File: config.mk
export PLATFORM = sky130hd
export DESIGN_NAME = mc_sequencer
export DESIGN_NICKNAME = d
export VERILOG_FILES = /design/src/rtl/mc_sequencer.sv
export SDC_FILE = /design/constraint.sdc
export NUM_CORES = 1
export LEC_CHECK = 0
export CAP_MARGIN = 10
export CORE_ASPECT_RATIO = 1.5
export CORE_MARGIN = 5
export CORE_UTILIZATION = 36
export CTS_BUF_LIST = sky130_fd_sc_hd__clkbuf_16
export CTS_CLUSTER_DIAMETER = 40
export CTS_CLUSTER_SIZE = 28
export DETAILED_ROUTE_END_ITERATION = 10
export GPL_TIMING_DRIVEN = 0
export PLACE_DENSITY = 0.94
export SLEW_MARGIN = 20
export SYNTH_ARGS = -nofsm -noshare
export SYNTH_HDL_FRONTEND = slang
export SYNTH_SLANG_ARGS = --single-unit
File: constraint.sdc
create_clock -name clk -period 3.35 [get_ports clk]
set_clock_uncertainty 0.1 [all_clocks]
set_input_delay 0.67 -clock clk [delete_from_list [all_inputs] [get_ports clk]]
set_output_delay 0.67 -clock clk [all_outputs]
set_load 0.005 [all_outputs]
File: src/rtl/mc_sequencer.sv
// Multi-cycle MIPS control sequencer: FETCH/DECODE/EXEC/MEM/WB with wait-state timeout,
// halt and fault handling. Define PERF_CNT_EN to build the instret/stall_cycles counters.
module mc_sequencer #(
    parameter int unsigned TIMEOUT_CYCLES = 255,
    parameter int unsigned TIMEOUT_W      = 8,
    parameter int unsigned CNT_W          = 32
) (
    input  logic             clk,
    input  logic             rst,
    input  logic             halt,
    output logic             imem_req,
    input  logic             imem_ack,
    output logic             ir_we,
    input  logic             dec_write_reg,
    input  logic             dec_write_mem,
    input  logic             dec_read_ram,
    input  logic [1:0]       dec_jmp,
    input  logic             dec_branch,
    input  logic             dec_invalid,
    input  logic             alu_ne,
    output logic             dmem_req,
    output logic             dmem_we,
    input  logic             dmem_ack,
    output logic             reg_we,
    output logic             pc_we,
    output logic [1:0]       pc_sel,
    output logic [2:0]       state,
    output logic             halted,
    output logic             fault,
    output logic [CNT_W-1:0] instret,
    output logic [CNT_W-1:0] stall_cycles
);

    typedef enum logic [2:0] {
        StFetch  = 3'd0,
        StDecode = 3'd1,
        StExec   = 3'd2,
        StMem    = 3'd3,
        StWb     = 3'd4,
        StHalt   = 3'd5,
        StFault  = 3'd6
    } state_e;

    state_e               state_q, state_d;
    logic [TIMEOUT_W-1:0] wait_q, wait_d;
    logic                 at_limit;

    assign at_limit = (wait_q == TIMEOUT_W'(TIMEOUT_CYCLES));

    always_ff @(posedge clk) begin
        if (rst) begin
            state_q <= StFetch;
            wait_q  <= '0;
        end else begin
            state_q <= state_d;
            wait_q  <= wait_d;
        end
    end

    always_comb begin
        state_d  = state_q;
        wait_d   = '0;
        imem_req = 1'b0;
        ir_we    = 1'b0;
        dmem_req = 1'b0;
        dmem_we  = 1'b0;
        reg_we   = 1'b0;
        pc_we    = 1'b0;
        pc_sel   = 2'b00;
        halted   = 1'b0;
        fault    = 1'b0;
        unique case (state_q)
            StFetch: begin
                imem_req = 1'b1;
                // An ack on the limit cycle takes priority over the timeout.
                if (imem_ack) begin
                    ir_we   = 1'b1;
                    state_d = StDecode;
                end else if (at_limit) begin
                    state_d = StFault;
                end else begin
                    wait_d = wait_q + 1'b1;
                end
            end
            StDecode: state_d = dec_invalid ? StFault : StExec;
            StExec:   state_d = (dec_read_ram || dec_write_mem) ? StMem : StWb;
            StMem: begin
                dmem_req = 1'b1;
                dmem_we  = dec_write_mem;
                if (dmem_ack) begin
                    state_d = StWb;
                end else if (at_limit) begin
                    state_d = StFault;
                end else begin
                    wait_d = wait_q + 1'b1;
                end
            end
            StWb: begin
                reg_we = dec_write_reg;
                pc_we  = 1'b1;
                if (dec_jmp == 2'b01 || dec_jmp == 2'b10) begin
                    pc_sel = 2'b10;
                end else if (dec_jmp == 2'b11) begin
                    pc_sel = 2'b11;
                end else if (dec_branch && alu_ne) begin
                    pc_sel = 2'b01;
                end
                state_d = halt ? StHalt : StFetch;
            end
            StHalt: begin
                halted = 1'b1;
                if (!halt) begin
                    state_d = StFetch;
                end
            end
            StFault: fault = 1'b1;
            default: state_d = StFault;
        endcase
    end

    assign state = state_q;

`ifdef PERF_CNT_EN
    logic [CNT_W-1:0] instret_q, stall_q;
    logic             stall_now;

    assign stall_now = ((state_q == StFetch) && !imem_ack) || ((state_q == StMem) && !dmem_ack);

    always_ff @(posedge clk) begin
        if (rst) begin
            instret_q <= '0;
            stall_q   <= '0;
        end else begin
            if (state_q == StWb) begin
                instret_q <= instret_q + 1'b1;
            end
            if (stall_now) begin
                stall_q <= stall_q + 1'b1;
            end
        end
    end

    assign instret      = instret_q;
    assign stall_cycles = stall_q;
`else
    assign instret      = '0;
    assign stall_cycles = '0;
`endif

endmodule

==> results_dict.tcl <==
set metrics [dict create \
    outcome "complete, no violations" \
    synth_most_common_cell "buf_4" \
    path_common_cell "clkdlybuf4s50_1" \
    hold_start "wait_q[0]$_SDFF_PP0_" \
    hold_depth 1 \
    cts_tree "done" \
    grt_pass1_vias 928 \
    route.detailed.drc 0 \
    synth_area_leaders "buf_4, dfxtp_1, nor2_1" \
    drive_gt1_share_pct 31.4 \
    critical-path-max-stage-delay_ps 530 \
    antenna_found_initial 0 \
    min_to "wait_q[0]$_SDFF_PP0_" \
    routabilityCongestion 0.819 \
    clockRootBuffer "clkbuf_16" \
    ff2ff_path_depth 5 \
    cp_top_family "buffers and inverters" \
    p_per_area_nw_per_um2 333 \
    grt_use_met2_pct 19.2 \
    synth_cells 144 \
    start_kind "primary input" \
    reg2reg_to "state[2]$_SDFFE_PP0P_" \
    io_buffers 25 \
    use_met3_pct 3.90 \
    avgSynthCellArea_sq_um 7.97 \
    r2r_slack_ps 1780 \
    cts_resized 0 \
    yosysTopAreaCell "buf_4" \
    cts_htree_levels 1 \
    place_hpwl_um 2110 \
    fmax_ghz 0.338 \
    syn_to_final_growth_pct 53.7 \
    clkSlewWorstSetupHoldPaths_ps 40 \
    fp.dieW_um 56.1 \
    crit_buf_inv 3 \
    synth_seq_cells 11 \
    finalMaxSlewViolations 0 \
    rows 25 \
    async_reset_ff_share_pct 0 \
    fin_crit_sh_pct 88.3 \
    path_max_fanout 2 \
    diodes 0 \
    multi_input_area_sq_um 634 \
    yosysUniqueCellTypes 31 \
    drt_wl_total_um 2360 \
    overflow 0 \
    critPathSlowestCell "clkdlybuf4s50_1" \
    path_class "primary input to primary output" \
    seq_area_sq_um 220 \
    crit_path_cell_trace "clkdlybuf4s50_1 -> inv_1 -> ha_1 -> nor3_1 -> clkdlybuf4s50_1" \
    setup_violations 0 \
    synth_area_sq_um 1150 \
    use_met1_pct 9.47 \
    timing.hold.ws_ps 364 \
    core_sq_um 3130 \
    min_period_ps 2960 \
    vdd_drop_max_mv 0.203 \
    synth_edf_count 0 \
    synth.top_cells.by_count "buf_4, nor2_1, dfxtp_1" \
    hold_viol_final 0 \
    setup_tns_ps 0 \
    cap_violations 0 \
    yosysWarnings 0 \
    clock_sinks 11 \
    grtUsageTotal_pct 10.1 \
    avgRoutedWirePerCell_um 8.56 \
    start_util_pct 36.7 \
    worstPathRequired_ps 2580 \
    yosysTopAreaCellShare_pct 42.5 \
    r2r_start "wait_q[0]$_SDFF_PP0_" \
    nets 253 \
    ioPinCount 90 \
    nFillCells 283 \
    avgViaCountPerCell 3.63 \
    min_path_type "flop to flop" \
    drt-initial-drc-count 6 \
    end_kind "primary output" \
    ys.flop_type "dfxtp_1" \
    arrival_ps 2190 \
    die_h_um 79.1 \
    rsz0062_at_grt "no" \
    via_count 1003 \
    gr-max-usage-layer "met2" \
    ctsHoldBuffers 0 \
    grt_max_degree 11 \
    ant_nets 0 \
    numCtsBuffers 3 \
    ys_seq_area_share_pct 19.2 \
    clk_latency_ps 240 \
    grt_pass1_wl_um 3710 \
    post_cts_buffers 0 \
    dr.pass1.iters 2 \
    fp.dieArea_sq_um 4440 \
    power_leakage_nw 0.964 \
    clk_path_buf_depth 2 \
]
## cells in the final DEF, fill, tap and decap left out, types with 4 or more instances in the layout
master / n
and3_1: 5
buf_4: 65
nor2_1: 13
inv_1: 6
dfxtp_1: 11
nor3_1: 4
a21oi_1: 4
conb_1: 64
clkdlybuf4s50_1: 25
## flip-flops by register name (all words and copies together), names as in the netlist
register	cells
state	3
wait_q	8
## how the worst max path moves through the flow
stage                     startpoint         to  slack (ps)  depth (start not counted)
after floorplan           dec_jmp[0]  pc_sel[0]        1400                          3
after global placement    dec_jmp[0]  pc_sel[0]         370                          5
after detailed placement  dec_jmp[0]  pc_sel[0]         380                          5
after CTS                 dec_jmp[0]  pc_sel[0]         380                          5
after global routing      dec_jmp[0]  pc_sel[0]         360                          5
final                     dec_jmp[0]  pc_sel[0]         390                          5
## metal layers
metal,vias up,routed length [um]
li1,522,-
met1,412,838
met2,67,1200
met3,2,301
met4,0,19
met5,-,0
## layout make-up
type	count	area share [%]
clock buffers	3	4.26
plain buffers	67	29.0
well taps	40	2.84
multi-input cells	124	36.0
flip-flops and latches	11	12.5
repair buffers	25	14.2
clock inverters	1	0.213
inverters	5	1.06
## kinds of logic (layout without fill, tap and decap cells)
group / after synthesis / count (layout) / share of synthesized area (%)
xor gates and xnor gates: 6 / 6 / 4.58
AOI/OAI and AO/OA: 14 / 14 / 9.49
buffers and inverters: 72 / 101 / 46.1
adders and majority gates: 3 / 3 / 3.27
and+or+nand+nor: 37 / 37 / 17.0
other: 1 / 64 / 0.327
DFF: 11 / 11 / 19.2
## through the flow
| stage | utilization (%) | setup WS, ps | total power [mW] | cells | area (sq um) |
|---|---|---|---|---|---|
| final | 56.4 | 392 | 0.587 | 276 | 1760 |
| after global routing | 56.4 | 358 | 0.619 | 276 | 1760 |
| after CTS | 56.4 | 380 | 0.586 | 276 | 1760 |
| after detailed placement | 53.8 | 383 | 0.372 | 272 | 1680 |
| after global placement | 53.8 | 371 | 0.368 | 272 | 1680 |
| after floorplan | - | 1400 | 0.303 | 207 | 1380 |
## power breakdown
group          internal, mW  switching [mW]  total [mW]  leakage (nW)
combinational         0.131          0.0918       0.223         0.832
sequential            0.141          0.0102       0.151        0.0893
clock                 0.156          0.0567       0.213        0.0423
Note: power is estimated with default switching activity, not from simulation.
